File: src/rtl/mem_arbiter_if.sv
// Bundle between the requester ports, the arbiter and the shared downstream
// memory. The arbiter uses the slave modport. The requesters and memory model
// use the master modport.
interface mem_arbiter_if #(
  parameter int N_PORTS = 2,
  parameter int ADDR_W  = 28,
  parameter int DATA_W  = 128
);
  // Requester side.
  logic [N_PORTS-1:0]        read;
  logic [N_PORTS-1:0]        write;
  logic [N_PORTS*ADDR_W-1:0] address;
  logic [N_PORTS*DATA_W-1:0] writedata;
  logic [N_PORTS*DATA_W-1:0] readdata;
  logic [N_PORTS-1:0]        busywait;

  // Downstream memory side.
  logic                      mem_read;
  logic                      mem_write;
  logic [ADDR_W-1:0]         mem_address;
  logic [DATA_W-1:0]         mem_writedata;
  logic [DATA_W-1:0]         mem_readdata;
  logic                      mem_busywait;

  modport slave (
    input  read, write, address, writedata, mem_readdata, mem_busywait,
    output readdata, busywait, mem_read, mem_write, mem_address, mem_writedata
  );

  modport master (
    output read, write, address, writedata, mem_readdata, mem_busywait,
    input  readdata, busywait, mem_read, mem_write, mem_address, mem_writedata
  );
endinterface

File: src/rtl/mem_arbiter.sv
// mem_arbiter: shares one block-oriented memory among N_PORTS cache-side
// requesters. It runs one transaction at a time through the states
// IDLE -> ISSUE -> WAIT -> DONE.
// Winner selection is round-robin by default.
// Defining ARB_FIXED_PRIORITY_EN changes the selection so that the
// lowest-indexed pending port always wins.
module mem_arbiter #(
  parameter int N_PORTS = 2,
  parameter int ADDR_W  = 28,
  parameter int DATA_W  = 128
) (
  input  logic          clk,
  input  logic          rst_n,
  mem_arbiter_if.slave  bus
);

  localparam int IDX_W = (N_PORTS > 1) ? $clog2(N_PORTS) : 1;

  typedef enum logic [1:0] {
    IDLE  = 2'd0,
    ISSUE = 2'd1,
    WAIT  = 2'd2,
    DONE  = 2'd3
  } state_t;

  state_t                    state_r;
  logic [IDX_W-1:0]          winner_r;
  logic                      mem_read_r;
  logic                      mem_write_r;
  logic [ADDR_W-1:0]         mem_address_r;
  logic [DATA_W-1:0]         mem_writedata_r;
  logic [N_PORTS*DATA_W-1:0] readdata_r;
`ifndef ARB_FIXED_PRIORITY_EN
  logic [IDX_W-1:0]          last_grant_r;
`endif

  logic [N_PORTS-1:0]        pending_s;
  logic [N_PORTS-1:0]        busywait_s;
  logic                      grant_found_s;
  logic [IDX_W-1:0]          grant_idx_s;
  logic [IDX_W:0]            cand_s;

  assign pending_s = bus.read | bus.write;

  // Winner search: rotating start after last_grant, or fixed lowest-index first.
  always_comb begin
    grant_found_s = 1'b0;
    grant_idx_s   = {IDX_W{1'b0}};
    cand_s        = {(IDX_W+1){1'b0}};
    for (int k = 0; k < N_PORTS; k++) begin
`ifdef ARB_FIXED_PRIORITY_EN
      cand_s = (IDX_W+1)'(k);
`else
      cand_s = {1'b0, last_grant_r} + (IDX_W+1)'(k + 32'sd1);
      if (cand_s >= (IDX_W+1)'(N_PORTS)) begin
        cand_s = cand_s - (IDX_W+1)'(N_PORTS);
      end else begin
        cand_s = cand_s;
      end
`endif
      if (!grant_found_s && pending_s[cand_s[IDX_W-1:0]]) begin
        grant_found_s = 1'b1;
        grant_idx_s   = cand_s[IDX_W-1:0];
      end else begin
        grant_found_s = grant_found_s;
      end
    end
  end

  // Each requester stalls while pending, except in its own DONE cycle.
  always_comb begin
    busywait_s = pending_s;
    if (state_r == DONE) begin
      busywait_s[winner_r] = 1'b0;
    end else begin
      busywait_s = pending_s;
    end
  end

  // Transaction FSM. It latches the request once, holds the downstream
  // request until memory releases it, and captures read data for the winner.
  always_ff @(posedge clk or negedge rst_n) begin
    if (!rst_n) begin
      state_r         <= IDLE;
      winner_r        <= {IDX_W{1'b0}};
      mem_read_r      <= 1'b0;
      mem_write_r     <= 1'b0;
      mem_address_r   <= {ADDR_W{1'b0}};
      mem_writedata_r <= {DATA_W{1'b0}};
      readdata_r      <= {(N_PORTS*DATA_W){1'b0}};
`ifndef ARB_FIXED_PRIORITY_EN
      last_grant_r    <= IDX_W'(N_PORTS - 1);
`endif
    end else begin
      case (state_r)
        IDLE: begin
          if (grant_found_s) begin
            winner_r        <= grant_idx_s;
            mem_address_r   <= bus.address[grant_idx_s*ADDR_W +: ADDR_W];
            mem_writedata_r <= bus.writedata[grant_idx_s*DATA_W +: DATA_W];
            // A write request takes precedence when both request bits are high.
            mem_write_r     <= bus.write[grant_idx_s];
            mem_read_r      <= ~bus.write[grant_idx_s];
            state_r         <= ISSUE;
          end else begin
            state_r         <= IDLE;
          end
        end
        ISSUE: begin
          state_r <= WAIT;
        end
        WAIT: begin
          if (!bus.mem_busywait) begin
            if (mem_read_r) begin
              readdata_r[winner_r*DATA_W +: DATA_W] <= bus.mem_readdata;
            end else begin
              readdata_r <= readdata_r;
            end
            mem_read_r  <= 1'b0;
            mem_write_r <= 1'b0;
            state_r     <= DONE;
          end else begin
            state_r     <= WAIT;
          end
        end
        DONE: begin
`ifndef ARB_FIXED_PRIORITY_EN
          last_grant_r <= winner_r;
`endif
          state_r      <= IDLE;
        end
        default: begin
          mem_read_r  <= 1'b0;
          mem_write_r <= 1'b0;
          state_r     <= IDLE;
        end
      endcase
    end
  end

  assign bus.busywait      = busywait_s;
  assign bus.readdata      = readdata_r;
  assign bus.mem_read      = mem_read_r;
  assign bus.mem_write     = mem_write_r;
  assign bus.mem_address   = mem_address_r;
  assign bus.mem_writedata = mem_writedata_r;

endmodule
File: src/flat_wrapper.sv
// flat-port wrapper written by rule: the top's interface ports become plain ports
module mem_arbiter_flat 
#(
  parameter int N_PORTS = 2,
  parameter int ADDR_W  = 28,
  parameter int DATA_W  = 128
)
  (clk, rst_n, bus_read, bus_write, bus_address, bus_writedata, bus_mem_readdata, bus_mem_busywait, bus_readdata, bus_busywait, bus_mem_read, bus_mem_write, bus_mem_address, bus_mem_writedata);
  mem_arbiter_if #(.N_PORTS(N_PORTS), .ADDR_W(ADDR_W), .DATA_W(DATA_W)) bus_i ();
  input  logic clk;
  input  logic rst_n;
  input wire logic [$bits(bus_i.read)-1:0] bus_read;
  input wire logic [$bits(bus_i.write)-1:0] bus_write;
  input wire logic [$bits(bus_i.address)-1:0] bus_address;
  input wire logic [$bits(bus_i.writedata)-1:0] bus_writedata;
  input wire logic [$bits(bus_i.mem_readdata)-1:0] bus_mem_readdata;
  input wire logic [$bits(bus_i.mem_busywait)-1:0] bus_mem_busywait;
  output wire logic [$bits(bus_i.readdata)-1:0] bus_readdata;
  output wire logic [$bits(bus_i.busywait)-1:0] bus_busywait;
  output wire logic [$bits(bus_i.mem_read)-1:0] bus_mem_read;
  output wire logic [$bits(bus_i.mem_write)-1:0] bus_mem_write;
  output wire logic [$bits(bus_i.mem_address)-1:0] bus_mem_address;
  output wire logic [$bits(bus_i.mem_writedata)-1:0] bus_mem_writedata;
  assign bus_i.read = bus_read;
  assign bus_i.write = bus_write;
  assign bus_i.address = bus_address;
  assign bus_i.writedata = bus_writedata;
  assign bus_i.mem_readdata = bus_mem_readdata;
  assign bus_i.mem_busywait = bus_mem_busywait;
  assign bus_readdata = bus_i.readdata;
  assign bus_busywait = bus_i.busywait;
  assign bus_mem_read = bus_i.mem_read;
  assign bus_mem_write = bus_i.mem_write;
  assign bus_mem_address = bus_i.mem_address;
  assign bus_mem_writedata = bus_i.mem_writedata;
  mem_arbiter #(.N_PORTS(N_PORTS), .ADDR_W(ADDR_W), .DATA_W(DATA_W)) u_core (.clk(clk), .rst_n(rst_n), .bus(bus_i));
endmodule
File: config.mk
export PLATFORM = sky130hd
export DESIGN_NAME = mem_arbiter_flat
export DESIGN_NICKNAME = d
export VERILOG_FILES = /design/src/rtl/mem_arbiter_if.sv /design/src/rtl/mem_arbiter.sv /design/src/flat_wrapper.sv
export SDC_FILE = /design/constraint.sdc
export NUM_CORES = 1
export LEC_CHECK = 0
export CAP_MARGIN = 20
export CORE_AREA = 5 5 334 336
export DETAILED_ROUTE_END_ITERATION = 8
export DIE_AREA = 0 0 339 341
export SYNTH_ARGS = -nofsm -noshare
export SYNTH_HDL_FRONTEND = slang
export SYNTH_SLANG_ARGS = --single-unit
File: constraint.sdc
create_clock -name clk -period 2.72 [get_ports clk]
set_input_delay 0.544 -clock clk [delete_from_list [all_inputs] [get_ports clk]]
set_output_delay 0.544 -clock clk [all_outputs]
set_load 0.005 [all_outputs]
==> summary.md <==
| Metric | Value |
|---|---|
| Row cnt | ~120 |
| DR vias/cell | about 3.9 |
| Die Wd | 339 microns |
| Wirelength per Cell | 20.1 microns |
| Gate count after technology mapping | around 1400 |
| Final Cycle Share | 0.826 |
| Fmax achieved | between 400 and 500 MHz |
| Crit-path cells | clkdlybuf4s50_1 -> nor2_1 -> a21oi_1 -> dlymetal6s2s_1 |
| MaxCap Viol Count | 0 |
| Clk root buf | clkbuf_16 |
| Yosys top cell area share | 0.617 |
| Skew-Pair Late Insertion Delay | between 0.6 and 0.7 ns |
| Yosys reg bits | 418 |
| First-pass GRT wire length | between 100000 and 150000 microns |
| Ys flop type | dfrtp_1 |
| Crit path arrival time | ~1.7 ns |
| Pwr/cell area | 1110 nW/um^2 |
| Rel. slew slack | 0.331 |
| Slew Viols, Final | 0 |
| Comb pwr share | 0.445 |
| Pre-antenna DRT Iters | 5 |
| Area grow syn2layout | 74.4% |
| Post-DP HPWL | 61200 microns |
| RePlAce Congestion | between 0.8 and 0.9 |
| CTS tree | built |
| Leak Pwr | around 12 nW |
| Top post-synthesis cells by count | dfrtp_1, a21oi_1, mux2_2 |
| # DRC | 0 |
| Critical Path Fanout Max | 4 |
| Most numerous cell in the Yosys netlist | dfrtp_1 |
| # fillers | between 10000 and 15000 |
| Die area | ~120000 sq um |
| Worst path bufs/invs | 2 |
| Largest cells by area after synthesis | dfrtp_1, mux2_2, a21oi_1, nand2_1, nor2_1 |
| Seq pwr share | 0.335 |
| IO buf count | about 860 |
| Int Power | 22.2 mW |
| CP max stage cell | clkdlybuf4s50_1 |
| WS Path Type | in -> out |
| Syn Area/Cell | 11.8 sq um |
| Total grt overflow | 0 |
| Setup TNS | 0 ns |
| Worst-path clk slew | 0.06 ns |
| I/O pin total | between 800 and 900 |
| Critical Path RT | between 2 and 2.5 ns |
| Psw | 10.5 mW |
| Hold Worst Slack | 0.462 ns |
| CTS buffer count | between 50 and 60 |
| Final Skew | around 0.024 ns |
| Max Root-Sink Buffers | 3 |
| Worst-Margin Slew | around 1.0 ns |
| Starting Density | 0.156 |
| Vias in the first global route | 15700 |
| CP endpoint kind | primary output |
| Final ANT Viol Nets | 0 |
| Via count | 14700 |
| Synth area leader | dfrtp_1 |
| Final hold vios | 0 |
| Post-synth EDFFs | 0 |
| Post-layout net count | between 2000 and 3000 |
| Final setup viols | 0 |
| Worst vdd ir | slightly below 0.0006 V |
| H-tree levels | 2 |
| Iteration-0 DRC Markers | 618 |
| Syn Nets | 1882 |
| Number of post-CTS setup repair buffers | 0 |
| CP peak stage delay | a little under 0.6 ns |
| Final WL | approximately 77000 microns |
| Clk network pwr share | 0.219 |
| Largest net degree at the start of global routing | 86 |
| Switching Share | 0.322 |
| Tmin final | approximately 2.2 ns |
| Die Height | approximately 340 microns |
| Worst Hold Class | in -> reg |
| Status | completed |
| Seq/Total Area, Yosys | 0.619 |
| Ys Warns | 0 |
| Clock Sinks | about 420 |
| Share of cells above drive strength 1 | 0.184 |
| Post-Syn Area | ~17000 sq um |
| Worst Setup Start Kind | input pin |
| Initial antenna violation count | 25 |
| Final Core Density | 0.272 |
| Yosys cell types | 26 |
| RSZ-0062 raised after global routing | no |
| Overall Global Routing Usage | 0.127 |
| CP top delay family | buffers and inverters |
| Core footprint | 108000 sq um |
| Share of flip-flops with an asynchronous set or reset | 1.00 |
-- layout by cell type, fill, tap and decap left out, drive strengths merged, types with 2 or more instances in the layout --
| cell type | Yosys | layout |
|---|---|---|
| clkbuf | 37 | 71 |
| and2 | 2 | 2 |
| bufinv | 0 | 5 |
| o21ai | 6 | 6 |
| diode | 0 | 7 |
| clkdlybuf4s50 | 0 | 859 |
| buf | 60 | 87 |
| ha | 3 | 3 |
| a21oi | 315 | 315 |
| dlymetal6s2s | 0 | 2 |
| dfrtp | 417 | 417 |
| nor2 | 159 | 159 |
| mux2 | 257 | 257 |
| clkinv | 0 | 14 |
| nand2b | 2 | 2 |
| inv | 4 | 9 |
| clkinvlp | 0 | 2 |
| nand2 | 160 | 160 |
-- flip-flops by register name, summed over array words and instances (netlist names) --
register,cells
u_core.bus.readdata,256
u_core.bus.mem_writedata,128
u_core.bus.mem_address,28
u_core.state_r,2
u_core.bus.mem_read,1
u_core.bus.mem_write,1
u_core.last_grant_r,1
u_core.winner_r,1
-- area by class of cell --
class,count,area [sq um],share of cell area
timing repair buffer,949,9570,0.325
antenna,7,17.5,0.000594
clock inverter,26,309,0.0105
inverter,4,15.0,0.000509
sequential,418,10500,0.355
clock buffer,71,1460,0.0496
multi-input combinational,913,5870,0.199
tap,1414,1770,0.0600
-- path summary, 6_finish.rpt --
check	start	endpoint	slack, ns	cells past startpoint
max in group asynchronous	rst_n	u_core.bus.readdata[44]	1.35	3
hold / removal	bus_writedata[94]	u_core.bus.mem_writedata[94]	0.46	3
setup / recovery	bus_read[1]	bus_busywait[1]	0.47	4
min in group asynchronous	rst_n	u_core.bus.readdata[75]	0.51	2
hold reg to reg	u_core.bus.readdata[180]	u_core.bus.readdata[180]	0.50	1
setup reg to reg	u_core.state_r[0]	u_core.bus.readdata[105]	0.63	7
-- metrics by stage --
stage               setup WS [ns]  area (sq um)  std cells  power [mW]
CTS                       0.00810         29400       3795        33.2
global placement           0.0792         27700       3697        25.6
finish                      0.472         29500       3802        32.7
detailed placement         0.0393         27700       3697        25.8
floorplan                   0.826         16900       1432        16.3
global route                0.349         29500       3800        34.8
-- power by group through the flow --
| stage | sequential, mW | combinational, mW | clock (mW) |
|---|---|---|---|
| 3_3_place_gp | 10.9 | 14.7 | 0 |
| 2_1_floorplan | 11.0 | 5.23 | 0 |
| 3_5_place_dp | 11.0 | 14.7 | 0 |
| 5_1_grt | 11.3 | 15.8 | 7.67 |
| 6_report | 11.0 | 14.6 | 7.17 |
| 4_1_cts | 11.0 | 14.8 | 7.43 |
-- metal layers --
metal,part of all wire,routed length (microns),track usage
met1,0.37,28500,0.138
met2,0.50,38400,0.221
met3,0.095,7280,0.0548
met4,0.031,2380,0.0438
met5,0.00097,74,0
-- worst reg2reg max path: stages (launching register included) --
cell and delay, ns:
dfrtp_1 0.37, inv_1 0.08, ha_1 0.24, nand2b_1 0.12
nor3b_2 0.27, buf_12 0.21, buf_12 0.27, mux2_2 0.40
-- logic make-up after synthesis --
kind of cell / Yosys count / synth area share
adders and majority gates: 3 / 0.00222
muxes: 257 / 0.171
AOI/OAI and AO/OA: 325 / 0.0970
and+or+nand+nor: 328 / 0.0748
buffers and inverters: 101 / 0.0359
DFF: 418 / 0.619
-- what timing repair did --
item,4_1_cts,5_1_grt
hold buffers,1,0
hold endpoints to repair,37,0
endpoints found under the setup margin,0,2
gates resized for setup,0,2
Note: power is estimated with default switching activity, not from simulation.
